===== config.mk =====
export PLATFORM = sky130hd
export DESIGN_NAME = crypto_request_sequencer
export DESIGN_NICKNAME = d
export VERILOG_FILES = /design/src/rtl/crypto_request_sequencer.sv
export SDC_FILE = /design/constraint.sdc
export NUM_CORES = 1
export LEC_CHECK = 0
export ABC_CLOCK_PERIOD_IN_PS = 2870
export CORE_MARGIN = 10
export CORE_UTILIZATION = 50
export DETAILED_ROUTE_END_ITERATION = 10
export DONT_BUFFER_PORTS = 1
export SLEW_MARGIN = 15
export SYNTH_ARGS = -nofsm -noshare
export SYNTH_HDL_FRONTEND = slang
export SYNTH_SLANG_ARGS = --single-unit

===== constraint.sdc =====
create_clock -name clk -period 2.87 [get_ports clk]
set_input_delay 0.287 -clock clk [delete_from_list [all_inputs] [get_ports clk]]
set_output_delay 0.287 -clock clk [all_outputs]
set_load 0.02 [all_outputs]

===== src/rtl/crypto_request_sequencer.sv =====
// crypto_request_sequencer: buffers host bytes in a small FIFO and runs one accelerator
// start/done transaction per byte, returning results in order. Define CRS_TIMEOUT_EN for the WAIT_DONE abort timer.
//
// state     | meaning
// IDLE      | waiting for a queued byte (output slot is free here)
// ISSUE     | acc_start pulse for the popped byte
// WAIT_DONE | waiting for acc_done (bounded when CRS_TIMEOUT_EN)
// WAIT_CLR  | result captured, waiting for acc_done to drop
// OUTPUT    | result presented on m_valid/m_data
module crypto_request_sequencer #(
  parameter int unsigned FIFO_DEPTH     = 4,
  parameter int unsigned TIMEOUT_CYCLES = 16
) (
  input  logic        clk,
  input  logic        rst,
  input  logic        s_valid,
  output logic        s_ready,
  input  logic [7:0]  s_data,
  input  logic [7:0]  key,
  input  logic        encrypt,
  output logic [7:0]  acc_data_in,
  output logic [7:0]  acc_key,
  output logic        acc_encrypt,
  output logic        acc_start,
  input  logic [7:0]  acc_data_out,
  input  logic        acc_done,
  output logic        m_valid,
  input  logic        m_ready,
  output logic [7:0]  m_data,
  output logic [15:0] byte_count,
  output logic        timeout_err
);

  localparam int unsigned PTR_W = $clog2(FIFO_DEPTH);
  localparam int unsigned CNT_W = PTR_W + 1;
  localparam logic [CNT_W-1:0] FULL_CNT = CNT_W'(FIFO_DEPTH);

  localparam logic [2:0] ST_IDLE      = 3'd0;
  localparam logic [2:0] ST_ISSUE     = 3'd1;
  localparam logic [2:0] ST_WAIT_DONE = 3'd2;
  localparam logic [2:0] ST_WAIT_CLR  = 3'd3;
  localparam logic [2:0] ST_OUTPUT    = 3'd4;

  logic [2:0]       state_q, state_d;
  logic [7:0]       mem_q [FIFO_DEPTH];
  logic [PTR_W-1:0] wr_ptr_q, wr_ptr_d;
  logic [PTR_W-1:0] rd_ptr_q, rd_ptr_d;
  logic [CNT_W-1:0] count_q, count_d;
  logic [7:0]       acc_data_q, acc_data_d;
  logic [7:0]       acc_key_q, acc_key_d;
  logic             acc_enc_q, acc_enc_d;
  logic [7:0]       m_data_q, m_data_d;
  logic [15:0]      byte_count_q, byte_count_d;
  logic             push, pop, fifo_empty;
  logic [7:0]       head;

`ifdef CRS_TIMEOUT_EN
  localparam int unsigned TMR_W = $clog2(TIMEOUT_CYCLES) + 1;
  localparam logic [TMR_W-1:0] TMR_LOAD = TMR_W'(TIMEOUT_CYCLES - 1);
  logic [TMR_W-1:0] tmr_q, tmr_d;
  logic             timeout_err_q, timeout_err_d;
`endif

  assign fifo_empty = (count_q == '0);
  assign s_ready    = (count_q != FULL_CNT);
  assign push       = s_valid && s_ready;
  assign pop        = (state_q == ST_IDLE) && !fifo_empty;
  assign head       = mem_q[rd_ptr_q];

  always_comb begin
    wr_ptr_d = wr_ptr_q;
    rd_ptr_d = rd_ptr_q;
    count_d  = count_q;
    if (push) wr_ptr_d = wr_ptr_q + 1'b1;
    if (pop)  rd_ptr_d = rd_ptr_q + 1'b1;
    case ({push, pop})
      2'b10:   count_d = count_q + 1'b1;
      2'b01:   count_d = count_q - 1'b1;
      default: count_d = count_q;
    endcase
  end

  always_comb begin
    state_d      = state_q;
    acc_data_d   = acc_data_q;
    acc_key_d    = acc_key_q;
    acc_enc_d    = acc_enc_q;
    m_data_d     = m_data_q;
    byte_count_d = byte_count_q;
`ifdef CRS_TIMEOUT_EN
    tmr_d         = tmr_q;
    timeout_err_d = timeout_err_q;
`endif
    case (state_q)
      ST_IDLE: begin
        if (!fifo_empty) begin
          acc_data_d = head;
          acc_key_d  = key;
          acc_enc_d  = encrypt;
          // zero bytes pass straight through without touching the accelerator
          if (head == 8'h00) begin
            m_data_d = 8'h00;
            state_d  = ST_OUTPUT;
          end else begin
            state_d = ST_ISSUE;
          end
        end
      end
      ST_ISSUE: begin
        state_d = ST_WAIT_DONE;
`ifdef CRS_TIMEOUT_EN
        tmr_d = TMR_LOAD;
`endif
      end
      ST_WAIT_DONE: begin
        if (acc_done) begin
          m_data_d = acc_data_out;
          state_d  = ST_WAIT_CLR;
        end
`ifdef CRS_TIMEOUT_EN
        else if (tmr_q == '0) begin
          timeout_err_d = 1'b1;
          state_d       = ST_IDLE;
        end else begin
          tmr_d = tmr_q - 1'b1;
        end
`endif
      end
      ST_WAIT_CLR: begin
        if (!acc_done) state_d = ST_OUTPUT;
      end
      ST_OUTPUT: begin
        if (m_ready) begin
          byte_count_d = byte_count_q + 16'd1;
          state_d      = ST_IDLE;
        end
      end
      default: state_d = ST_IDLE;
    endcase
  end

  always_ff @(posedge clk) begin
    if (rst) begin
      state_q      <= ST_IDLE;
      wr_ptr_q     <= '0;
      rd_ptr_q     <= '0;
      count_q      <= '0;
      acc_data_q   <= 8'h00;
      acc_key_q    <= 8'h00;
      acc_enc_q    <= 1'b0;
      m_data_q     <= 8'h00;
      byte_count_q <= 16'h0000;
    end else begin
      state_q      <= state_d;
      wr_ptr_q     <= wr_ptr_d;
      rd_ptr_q     <= rd_ptr_d;
      count_q      <= count_d;
      acc_data_q   <= acc_data_d;
      acc_key_q    <= acc_key_d;
      acc_enc_q    <= acc_enc_d;
      m_data_q     <= m_data_d;
      byte_count_q <= byte_count_d;
    end
  end

  // storage needs no reset: count_q alone decides which entries are live
  always_ff @(posedge clk) begin
    if (push) mem_q[wr_ptr_q] <= s_data;
  end

`ifdef CRS_TIMEOUT_EN
  always_ff @(posedge clk) begin
    if (rst) begin
      tmr_q         <= '0;
      timeout_err_q <= 1'b0;
    end else begin
      tmr_q         <= tmr_d;
      timeout_err_q <= timeout_err_d;
    end
  end
  assign timeout_err = timeout_err_q;
`else
  assign timeout_err = 1'b0;
`endif

  assign acc_data_in = acc_data_q;
  assign acc_key     = acc_key_q;
  assign acc_encrypt = acc_enc_q;
  assign acc_start   = (state_q == ST_ISSUE);
  assign m_valid     = (state_q == ST_OUTPUT);
  assign m_data      = m_data_q;
  assign byte_count  = byte_count_q;

endmodule


== Word level (Yosys, flattened, before mapping) ==
Memories as Yosys holds them, arrays and structs flattened. A register that Yosys moved wholly into a read port is not among the register bits.
Cells that the tools add are included.
Storage, ports and cells
  flip-flop bits (word level): 51
  RAM bits: 32
  input bits: 30
  output and inout port bits: 45
  memories kept: 1
Memories
  mem_q: depth 4, width 8, rd ports 1, clocked after Yosys merged registers in 1, wr ports 1, RTL line 45  | logic [7:0] mem_q [FIFO_DEPTH];
Cells by class
  add/sub/neg operators: 5
  eq/ne operators: 12
  mux-type cells: 15
  bitwise gates (word level): 1
  reductions and logical operators: 12
Operators by type and width (count)
  2-to-1 mux 8 bit: 3
  adder 16 x 1 -> 16 bit (second input constant): 1
  one-hot mux 8 bit (2 select lines): 1
  2-to-1 mux 3 bit: 5
  one-hot mux 3 bit (5 select lines): 1
  zero test 8 bit: 1
  AND reduction 4 bit: 2
  equality test 3 x 2 -> 1 bit (second input constant): 2
  zero test 3 bit: 2
  inequality test 2 bit (second input constant): 3
  one-hot mux 3 bit (2 select lines): 1
  adder 2 x 1 -> 2 bit (second input constant): 2
  2-to-1 mux 2 bit: 2
  inequality test 2 x 1 -> 1 bit (second input constant): 2
  AND reduction 2 bit: 2
  nonzero test 2 bit: 2
  adder 3 x 1 -> 3 bit (second input constant): 1
  equality test 3 x 1 -> 1 bit (second input constant): 1
  equality test 3 bit (second input constant): 1
  inequality test 3 bit (second input constant): 1
  subtractor 3 x 1 -> 3 bit (second input constant): 1
  equality test 2 x 1 -> 1 bit (second input constant): 1
  equality test 2 bit (second input constant): 1
  logical AND 1 bit: 2
  other kinds (3): 4

== Logic depth before layout (Yosys ltp) ==
Gate-level depths: netlist (run 1).
  word-level depth: 5
  gate-level depth with buffers: 11
  depth with buffers taken out: 8

== Least setup slack after synthesis (run 1) ==
OpenSTA, ideal clock, no wires.
  path kind: register to register
  from: register count_q[0]
  to: register count_q[2]
  library setup time: 0.070 ns
  data arrival time: 2.543 ns
  required time: 2.800 ns
  slack: 0.256 ns
  cell stages (with the launch flop): 12
  period minus slack after synthesis: 2.614 ns
  path through: dfxtp_1 -> or3_1 -> clkbuf_1 -> nand2_1 -> inv_2 -> buf_2 -> buf_2 -> ha_1 -> fa_1 -> xnor2_1 -> or3_1 -> a21oi_1
On the way
  longest elaborated chain between the ends: 5
  elaborated cells between the ends (all ways): 11
Ends and longest elaborated chain
  start, declared: RTL line 48  | logic [CNT_W-1:0] count_q, count_d;
  start signal, assigned: RTL line 157  | count_q <= count_d;
  zero test 3 bit *: RTL line 64  | assign fifo_empty = (count_q == '0);
  zero test 1 bit *
  logical AND 1 bit *: RTL line 67  | assign pop = (state_q == ST_IDLE) && !fifo_empty;
  net pop: RTL line 54  | logic push, pop, fifo_empty;
  equality test 2 x 1 -> 1 bit or equality test 2 bit (tied branches): RTL line 76  | case ({push, pop})
  one-hot mux 3 bit (2 select lines) or nonzero test 2 bit (tied branches)
Mark *: on every way through the listed nets, which the timed path passes. The rest lies on a longest branch.
A chain may end at the register's enable or synchronous reset.

== Worst setup path after layout (run 1) ==
  from: register count_q[0]
  to: register count_q[2]
On the way
  elaborated cells between the ends (all ways): 11
RTL lines
  inequality test 3 bit *: RTL line 65  | assign s_ready = (count_q != FULL_CNT);
  net s_ready: RTL line 17  | output logic s_ready,
  logical AND 1 bit *: RTL line 66  | assign push = s_valid && s_ready;
  equality test 2 x 1 -> 1 bit or equality test 2 bit (tied branches): RTL line 76
  one-hot mux 3 bit (2 select lines) or nonzero test 2 bit (tied branches)
Marks and branches as above.

==> results of run 1 <==
-- worst max-delay path: cells and delay by family, from the launching register on --
kind	cells	cell delay, ps
xor+xnor	1	140
flops	1	410
compound gates	1	140
simple gates	3	870
fa+ha+maj	2	610
buf+inv	1	70
-- registers in the layout, summed over array words and instances, names as in the netlist, named ones only --
name	cells
count_q	3
m_data	8
rd_ptr_q	2
byte_count	16
acc_encrypt	1
acc_data_in	8
state_q	3
acc_key	8
mem_q	32
wr_ptr_q	2
-- report_power, final --
part	leakage (µW)	internal, µW	total [µW]	switching [µW]
Clock	0.0000944	419	822	403
Combinational	0.000455	361	889	528
Sequential	0.000725	1470	1780	309
Total	0.00127	2250	3490	1240
-- path summary, 6_finish.rpt --
kind                            from                       to  cells past startpoint
max          count_q[0]$_SDFFE_PP0P_  count_q[2]$_SDFFE_PP0P_                      8
max reg2reg  count_q[0]$_SDFFE_PP0P_  count_q[2]$_SDFFE_PP0P_                      8
min reg2reg  count_q[2]$_SDFFE_PP0P_  count_q[2]$_SDFFE_PP0P_                      2
min                              rst                     flop                      1
-- final cells by class --
cell class	count	area (µm²)
fill	580	2990
sequential	85	2020
multi-input combinational	189	1320
clock buffer	11	141
tap	80	100
timing repair buffer	9	85.1
clock inverter	5	50.0
inverter	5	18.8
-- layout by cell type, fill, tap and decap left out, types with 3 or more instances in the layout --
cell,Yosys,routed
xnor2_1,4,4
dfxtp_1,53,53
nor2_1,17,17
and3_1,7,7
ha_1,6,6
dlygate4sd3_1,0,7
o31ai_1,4,4
inv_1,4,4
or4_1,4,4
nand3_1,8,8
or3_1,5,5
o21ai_0,4,4
nand2_1,47,47
edfxtp_1,32,32
a21oi_1,27,27
a32o_1,8,8
mux2i_1,3,3
xor2_1,9,9
clkbuf_8,0,10
mux4_2,6,6
nand4_1,5,5
-- per-layer routing --
layer | global-route usage [%] | up-vias
met5 | 0 | -
met4 | 4.71 | 0
met3 | 6.50 | 10
met2 | 20.0 | 74
met1 | 17.9 | 1070
li1 | - | 1083
-- cells by family after synthesis --
kind of cell / share of synthesized area, %
fa+ha+maj: 2.77
other cells: 0.109
simple gates: 16.5
mux: 6.34
compound gates: 9.29
xor+xnor: 3.32
buf+inv: 2.80
flops: 58.9
-- stage by stage --
stage	hold slack (ps)	power, µW	util, %	setup slack [ps]	cells
after detailed placement	363	2680	51.7	557	361
after floorplan	386	2500	-	256	295
final	25.0	3490	55.6	564	384
after global routing	5.91	3730	55.6	405	384
after CTS	0.642	3510	55.4	541	383
after global placement	362	2670	51.7	618	361
==> results.md, run 1 <==
* Status: complete, no violations
* Worst path slowest cell: dfxtp_1
* Total GRT Usage at 13.9%
* PostCTS Resize Cnt at 0
* Vias in the first global route at 2109
* Clock Sinks at 85
* Met3 Wirelength at ~730 µm
* Routed Antenna Nets at 0
* DR top layer: met4
* Final Hold Viols at 0
* Highest cell delay on the worst timing path at between 400 and 500 ps
* Rows at 30
* First-pass GRT wire length at approximately 11000 µm
* Die Wd at 103 µm
* Synth Register Bits at 85
* Top-area cell type share of the netlist area at between 30 and 40%
* Total core area at between 0.006 and 0.007 mm²
* GP Congestion at ~0.72
* Via/cell ratio at slightly below 6
* Hold-fix buffers, CTS at 6
* Area after DPL at around 0.0035 mm²
* Share of post-route cells with drive strength above 1 at a little under 9%
* Synth area leader: dfxtp_1
* Post-CTS setup buffers at 0
* VDD IR max at around 0.56 mV
* Yosys warnings at 0
* Net Count, Synth at between 300 and 400
* CP required at roughly 3100 ps
* Post-Syn Area at 0.00343 mm²
* Final min period at 2310 ps
* Die Y at 103 µm
* Critical path class: flop to flop
* Most frequent cell after synthesis: dfxtp_1
* Max Cap Violations at 0
* Number of port buffers at 0
* Tcrit/Tclk final at between 80% and 90%
* Die Area at between 0.01 and 0.015 mm²
* Arr. time, crit path at roughly 2600 ps
* LEAKAGE at 0.00127 µW
* CTS Buffer Depth at 2
* Cells after Synth at about 300
* CTS buffer count at 9
* Initial detailed-routing violation count at roughly 110
* Top cells by area, synth: dfxtp_1 (31%), edfxtp_1 (28%), nand2_1 (5.1%)
* R2R setup slack at roughly 560 ps
* Gr ovfl total at 0
* Syn avg cell area at around 12 µm²
* Max Fclk at 434 MHz
* Max_slew headroom at a little over two fifths
* Synth cell types at between 40 and 50
* Final Net Count at approximately 340
* Ys async rst share at 0%
* CTS tree: yes
* Post-synth EDFFs at 32
* Antenna Cells at 0
* Commonest cells post-synth: dfxtp_1 (53), nand2_1 (47), edfxtp_1 (32), a21oi_1 (27), nor2_1 (17)
* Effective utilization at floorplan at about half
* Final slew viol count at 0
* Element type at the critical path end: flop
* Setup violators final at 0
* WL final at about 7300 µm
* Worst hold path type: input port to flop
* DRT Pass-1 Iters at 5
* Cell area after layout at between 0.003 and 0.004 mm²
* H-tree level count at 3
* DRT met1 WL at around 3200 µm
* Setup Skew at between 10 and 15 ps
* Startpoint type of the worst setup path: flop
* Crit-path max FO at 6
* Setup TNS at 0 ps
* Root Buffer: clkbuf_8
* Area grow syn2layout at 8.71%
* Largest net degree at the start of global routing at 20
* RSZ-0062 raised after global routing: no
* Worst-margin pin slew at between 800 and 900 ps
* I/O Pins at 75
* Pwr dens at a little over 900 mW/mm²
* Initial antenna violation count at 0
* DP HPWL at about 4800 µm
* DRC Markers at 0
* DR WL/cell at about 19 µm
* CTS clk-pin slew, worst paths at approximately 80 ps
* Critical path cell sequence: or3b_1 > and2_1 > inv_1 > ha_1 > fa_1 > xnor2_1 > or3_1 > a21oi_1
* Clock Latency Late Sink at around 340 ps
* Vias at around 2200
* Wire length on met2 at ~3300 µm
* Synth Flop Type: dfxtp_1
* Post-synthesis sequential area ratio at just under 60%
No activity file was read; power rests on OpenSTA's default activity.
==> run 2: changes to the inputs <==
--- a/config.mk
+++ b/config.mk
@@ -5,11 +5,12 @@
 export SDC_FILE = /design/constraint.sdc
 export NUM_CORES = 1
 export LEC_CHECK = 0
-export ABC_CLOCK_PERIOD_IN_PS = 2870
+export ABC_CLOCK_PERIOD_IN_PS = 1800
 export CORE_MARGIN = 10
 export CORE_UTILIZATION = 50
 export DETAILED_ROUTE_END_ITERATION = 10
 export DONT_BUFFER_PORTS = 1
+export PLACE_DENSITY = 0.68
 export SLEW_MARGIN = 15
 export SYNTH_ARGS = -nofsm -noshare
 export SYNTH_HDL_FRONTEND = slang
==> constraint.sdc (replaced) <==
create_clock -name clk -period 1.8 [get_ports clk]
set_input_delay 0.18 -clock clk [delete_from_list [all_inputs] [get_ports clk]]
set_output_delay 0.18 -clock clk [all_outputs]
set_load 0.02 [all_outputs]
==> run 2 against run 1 <==
The run now ends with negative hold slack, negative setup slack left. Maximum frequency increased by 16%. Sequential power is 56% higher. Sequential share of layout area is 5.8 points lower. Non-clock buffer count up 43. Wire length shrank 2.3%. Total power is 76% higher. Clock skew barely moved. Core utilization grew 6.9 points. Setup slack worse by 750 ps.
==> results.md, run 2 (same netlist as run 1, synthesis figures left out) <==
* Status: finished with violations
* Failing checks: negative hold slack, negative setup slack
* Critical path cell sequence: or3_4 > nand2_8 > inv_4 > ha_4 > fa_2 > xnor2_1 > or3_1 > a21oi_2
* DR WL/cell at 16.8 µm (-12%)
* DRT Pass-1 Iters at 4 (-1)
* Largest register FFs at 32 (unchanged)
* Worst hold slack at -121 ps (-146 ps)
* CTS tree: yes
* Clock Sinks at 85 (unchanged)
* Share of post-route cells with drive strength above 1 at 21.6% (+13 points)
* Die Wd at 103 µm (unchanged)
* DRC Markers at 0 (unchanged)
* GP Congestion at 0.807 (+11%)
* Critical path class: flop to flop
* Worst-margin pin slew at 706 ps (-140 ps)
* CTS buffer count at 9 (unchanged)
* Largest register by flop count: mem_q
* RSZ-0062 raised after global routing: yes
* Pwr dens at 1460 mW/mm² (+56%)
* First-pass GRT wire length at 11600 µm (+3.5%)
* Final Hold Viols at 43 (+43)
* Setup Skew at 10.5 ps (+0.106 ps)
* WL final at 7180 µm (-2.3%)
* VDD IR max at 0.571 mV (+2.8%)
* LEAKAGE at 0.00151 µW (+19%)
* Total GRT Usage at 13.9% (+0.016 points)
* Setup violators final at 12 (+12)
* Initial detailed-routing violation count at 75 (-34%)
* Commonest non-fill, non-tap cell in the layout: dfxtp_1
* CP required at 2090 ps (-1050 ps)
* Worst path slowest cell: or3_4
* Max Cap Violations at 0 (unchanged)
* Final min period at 1980 ps (-323 ps)
* Buf/Inv on CP at 1 (unchanged)
* DP HPWL at 5020 µm (+3.5%)
* Worst hold path type: input port to flop
* Final core utilization at 62.4% (+6.9 points)
* Tcrit/Tclk final at 110% (+30 points)
* Hold-fix buffers, CTS at 18 (+12)
* Commonest non-fill, non-tap cells in the layout: dfxtp_1 (48), nand2_1 (46), edfxtp_1 (32), buf_4 (32), a21oi_1 (26)
* Total core area at 0.00672 mm² (unchanged)
* H-tree level count at 3 (unchanged)
* Die Area at 0.0106 mm² (unchanged)
* Delay-heaviest family, CP: simple AND/OR/NAND/NOR gates
* Root Buffer: clkbuf_8
* Highest cell delay on the worst timing path at 420 ps (about the same)
* Vias in the first global route at 2357 (+12%)
* Effective utilization at floorplan at 51.1% (unchanged)
* Setup WS pre-CTS at -236 ps (-793 ps)
* Crit-path max FO at 4 (-2)
* Via/cell ratio at 5.57 (-4.3%)
* CTS Buffer Depth at 2 (unchanged)
* Area grow syn2layout at 22.1%
* I/O Pins at 75 (unchanged)
* CTS clk-pin slew, worst paths at 80 ps (about the same)
* Number of port buffers at 0 (unchanged)
* Clock Latency Late Sink at 360 ps (+20 ps)
* Final Net Count at 379 (+13%)
* Die Y at 103 µm (unchanged)
* Rows at 30 (unchanged)
* Startpoint type of the worst setup path: flop
* Final WS setup at -183 ps (-747 ps)
* Vias at 2380 (+6.4%)
* R2R setup slack at -180 ps (-750 ps)
* Arr. time, crit path at 2270 ps (-310 ps)
* Element type at the critical path end: flop
* Max Fclk at 504 MHz (+16%)
* Final slew viol count at 0 (unchanged)
* Fillers at 534 (-7.9%)
* Antenna Cells at 0 (unchanged)
* Gr ovfl total at 0 (unchanged)
* Max_slew headroom at 52.7% (+9.5 points)
* Largest net degree at the start of global routing at 47 (+140%)
* Routed Antenna Nets at 0 (unchanged)
* Initial antenna violation count at 0 (unchanged)
run 2: changes by cell type in the layout (fill, tap and decap cells not counted), sizes merged:
| cell | change |
|---|---|
| buf | +32 |
| clkbuf | -1 |
| clkinv | -2 |
| dlygate4sd3 | +11 |
| inv | +3 |
run 2: path summary, 6_finish.rpt:
| path | startpoint | to | cells past startpoint |
|---|---|---|---|
| max | count_q[2]$_SDFFE_PP0P_ | count_q[2]$_SDFFE_PP0P_ | 8 |
| min | rst | count_q[2]$_SDFFE_PP0P_ | 1 |
| max reg2reg | count_q[2]$_SDFFE_PP0P_ | count_q[2]$_SDFFE_PP0P_ | 8 |
| min reg2reg | wr_ptr_q[1]$_SDFFE_PP0P_ | wr_ptr_q[1]$_SDFFE_PP0P_ | 2 |
run 2: area by class of cell:
cell class                 instances  area (µm²)  area share [%]
clock buffer                      10         149            3.55
sequential                        85        2030            48.4
timing repair buffer              52         460            11.0
tap                               80         100            2.39
inverter                           5        21.3           0.507
clock inverter                     6        66.3            1.58
multi-input combinational        189        1370            32.6
run 2: per-layer routing:
| metal | vias up | global-route usage (%) | part of all wire (%) |
|---|---|---|---|
| li1 | 1169 | - | - |
| met1 | 1134 | 17.1 | 42 |
| met2 | 65 | 21.2 | 47 |
| met3 | 12 | 4.56 | 8.8 |
| met4 | 0 | 7.27 | 2.0 |
| met5 | - | 0 | 0 |
run 2: worst reg2reg max path, cell delays in order (launching register included):
cell     delay (ps)
dfxtp_2         340
or3_4           420
nand2_8          80
inv_4            40
ha_4            150
fa_2            330
xnor2_1         140
or3_1           330
a21oi_2         110
run 2: repair_timing:
item / 4_1_cts / 5_1_grt
buffers inserted: 0 / 0
cloned: 0 / 0
resized for setup: 2 / 7
endpoints found under the hold margin: 85 / 43
pin swaps: 3 / 0
endpoints found under the setup margin: 12 / 16
run 2: metrics by stage:
stage          std cells  cell area (µm²)  hold WS (ps)  TNS, ps  total power, µW
3_5_place_dp         393             3780           255    -1940             4660
6_report             427             4190          -121    -1590             6130
3_3_place_gp         393             3780           252    -1630             4620
2_1_floorplan        295             3500           279    -1090             4200
5_1_grt              427             4190          -135    -2700             6520
4_1_cts              427             4180          -129    -2010             6170
run 2: report_power, final:
group	switching, µW	internal, µW
clock	699	733
combinational	1030	899
sequential	426	2350
==> run 3: changes to the inputs <==
--- a/config.mk
+++ b/config.mk
@@ -5,9 +5,10 @@
 export SDC_FILE = /design/constraint.sdc
 export NUM_CORES = 1
 export LEC_CHECK = 0
-export ABC_CLOCK_PERIOD_IN_PS = 1800
+export ABC_CLOCK_PERIOD_IN_PS = 1600
 export CORE_MARGIN = 10
 export CORE_UTILIZATION = 50
+export CTS_CLUSTER_DIAMETER = 30
 export DETAILED_ROUTE_END_ITERATION = 10
 export DONT_BUFFER_PORTS = 1
 export PLACE_DENSITY = 0.68
==> constraint.sdc (replaced) <==
create_clock -name clk -period 1.6 [get_ports clk]
set_input_delay 0.4 -clock clk [delete_from_list [all_inputs] [get_ports clk]]
set_output_delay 0.4 -clock clk [all_outputs]
set_load 0.02 [all_outputs]
==> run 3 against run 2 <==
The flow finishes with violations (negative setup slack). Clock power increased by 14%. Non-clock buffer count decreased by 3. Critical path type unchanged. Clock-buffer cell count unchanged. Critical path depth unchanged. Hold slack improved by 210 ps. Sequential power increased by 13%. Global-route usage decreased by 0.11 points. Cell count decreased by 0.70%. Maximum frequency about the same. Largest cell class unchanged. Sequential share of layout area increased by 0.095 points. Largest power group unchanged. Register-to-register slack got worse by 200 ps. Wire length increased by 1.2%.
==> results.md, run 3 (same netlist as run 1, synthesis figures left out) <==
* Max_slew headroom at 54.0% (+1.3 points)
* Final WS setup at -384 ps (-201 ps)
* DR WL/cell at 17.1 µm (+2.0%)
* Total core area at 0.00672 mm² (unchanged)
* Commonest non-fill, non-tap cells in the layout: nand2_1 (44), dfxtp_1 (41), buf_4 (38)
* Arr. time, crit path at 2270 ps (about the same)
* H-tree level count at 3 (unchanged)
* Via/cell ratio at 5.60 (+0.45%)
* Startpoint type of the worst setup path: flop
* Crit-path max FO at 4 (unchanged)
* Clock Sinks at 85 (unchanged)
* Comb pwr share at 32.4% (+1.0 points)
* Vias in the first global route at 2324 (-1.4%)
* Sequential Area at 0.00204 mm² (+0.56%)
* Clock Latency Late Sink at 360 ps (about the same)
* First-pass GRT wire length at 11400 µm (-1.1%)
* Final Net Count at 376 (-0.79%)
* CTS Buffer Depth at 2 (unchanged)
* Critical path class: flop to flop
* Initial detailed-routing violation count at 95 (+27%)
* Worst hold slack at 91.9 ps (+213 ps)
* Switching power share of the total at 34.3% (-0.83 points)
* Gr ovfl total at 0 (unchanged)
* Max Cap Violations at 0 (unchanged)
* Area after DPL at 0.00385 mm² (+1.9%)
* I/O Pins at 75 (unchanged)
* Rows at 30 (unchanged)
* Antenna Cells at 0 (unchanged)
* Root Buffer: clkbuf_8
* DRT Pass-1 Iters at 4 (unchanged)
* NetSw at 2410 µW (+12%)
* Final min period at 1980 ps (+0.858 ps)
* Area grow syn2layout at 22.6%
* LEAKAGE at 0.00153 µW (+1.4%)
* Element type at the critical path end: flop
* Vias at 2374 (-0.25%)
* Max Fclk at 504 MHz (about the same)
* Final slew viol count at 0 (unchanged)
* Routed Antenna Nets at 0 (unchanged)
* Pwr dens at 1670 mW/mm² (+14%)
* Status: finished with violations
* Largest net degree at the start of global routing at 47 (unchanged)
* Die Area at 0.0106 mm² (unchanged)
* Tcrit/Tclk final at 124% (+14 points)
* Internal at 4620 µW (+16%)
* WL final at 7270 µm (+1.2%)
* Worst-margin pin slew at 687 ps (-19.5 ps)
* Setup Skew at 13.1 ps (+2.55 ps)
* Commonest non-fill, non-tap cell in the layout: nand2_1
* Effective utilization at floorplan at 51.1% (unchanged)
* GP Congestion at 0.793 (-1.7%)
* Die Wd at 103 µm (unchanged)
* Seq pwr share at 44.5% (-0.7 points)
* Largest register FFs at 32 (unchanged)
* DRC Markers at 0 (unchanged)
* CTS buffer count at 9 (unchanged)
* Clock Power Share at 23.1% (-0.3 points)
* Final Hold Viols at 0 (-100%)
* Cell area after layout at 0.00421 mm² (+0.36%)
* CP required at 1890 ps (-200 ps)
* DP HPWL at 5240 µm (+4.4%)
* Setup WS pre-CTS at -465 ps (-229 ps)
* Number of port buffers at 0 (unchanged)
* CTS tree: yes
* Setup TNS at -4290 ps (-2700 ps)
* Initial antenna violation count at 0 (unchanged)
* Multi-input combinational cell area at 0.00141 mm² (+2.7%)
* VDD IR max at 0.632 mV (+11%)
* Total GRT Usage at 13.8% (-0.11 points)
* Fillers at 531 (-0.56%)
* Die Y at 103 µm (unchanged)
* CTS clk-pin slew, worst paths at 90 ps (about the same)
* Setup violators final at 17 (+5)
* RSZ-0062 raised after global routing: yes
* Worst hold path type: input port to flop
* Failing checks: negative setup slack
* Share of post-route cells with drive strength above 1 at 30.8% (+9.2 points)
* Largest register by flop count: mem_q
## run 3: cell types whose count changed in the layout (fill, tap and decap cells not counted), moves of 6 or more
cell           previous run  this run
buf_4                    32        38
dfxtp_2                   5        11
dlygate4sd3_1            18         0
buf_6                     0         9
dfxtp_1                  48        41
## run 3: worst paths after layout
| kind | slack (ps) | depth (start not counted) | startpoint | endpoint |
|---|---|---|---|---|
| worst max-delay path | -380 | 8 | count_q[0]$_SDFFE_PP0P_ | count_q[2]$_SDFFE_PP0P_ |
| worst min-delay path | 90 | 1 | rst | byte_count[11]$_SDFFE_PP0P_ |
| worst max register to register | -380 | 8 | count_q[0]$_SDFFE_PP0P_ | count_q[2]$_SDFFE_PP0P_ |
| worst min register to register | 510 | 2 | wr_ptr_q[1]$_SDFFE_PP0P_ | wr_ptr_q[1]$_SDFFE_PP0P_ |
## run 3: area by class of cell
| cell class | instances | area share, % |
|---|---|---|
| timing repair buffer | 49 | 10.1 |
| sequential | 85 | 48.5 |
| clock inverter | 6 | 2.08 |
| multi-input combinational | 189 | 33.4 |
| inverter | 5 | 0.505 |
| clock buffer | 10 | 3.03 |
| tap | 80 | 2.38 |
## run 3: metrics by stage
stage          util [%]  total power (µW)  instances
2_1_floorplan         -              4750        295
3_3_place_gp       57.3              5260        400
3_5_place_dp       57.3              5330        400
4_1_cts            61.9              7090        422
5_1_grt            62.6              7490        424
6_report           62.6              7030        424
## run 3: timing repair
action                                  CTS  global route
gates resized for setup                  17            10
pin swaps                                11            11
hold buffers                              0             0
buffers inserted                          6             3
endpoints found under the setup margin   22            28
## run 3: routing by layer
layer  track usage [%]  wire length, µm  part of all wire (%)  up-vias
met4              6.10              111                   1.5        0
met2              20.7             3360                    46       70
met3              5.97              740                    10       12
li1                  -                -                     -     1158
met5                 0                0                     0        -
met1              16.8             3060                    42     1134
## run 3: worst max-delay path, cell delays in order (launching register included)
cell and delay, ps:
dfxtp_2 340, or3_4 420, nand2_8 80, inv_4 40, ha_4 150, fa_2 330
xnor2_1 140, or3_1 320, a21oi_2 120
## run 3: power by group through the flow
stage                     clock (µW)  combinational (µW)  sequential, µW
after floorplan                    0                1670            3080
after global placement             0                2100            3150
after detailed placement           0                2150            3170
after CTS                       1670                2290            3140
after global routing            1780                2520            3190
final                           1630                2280            3130
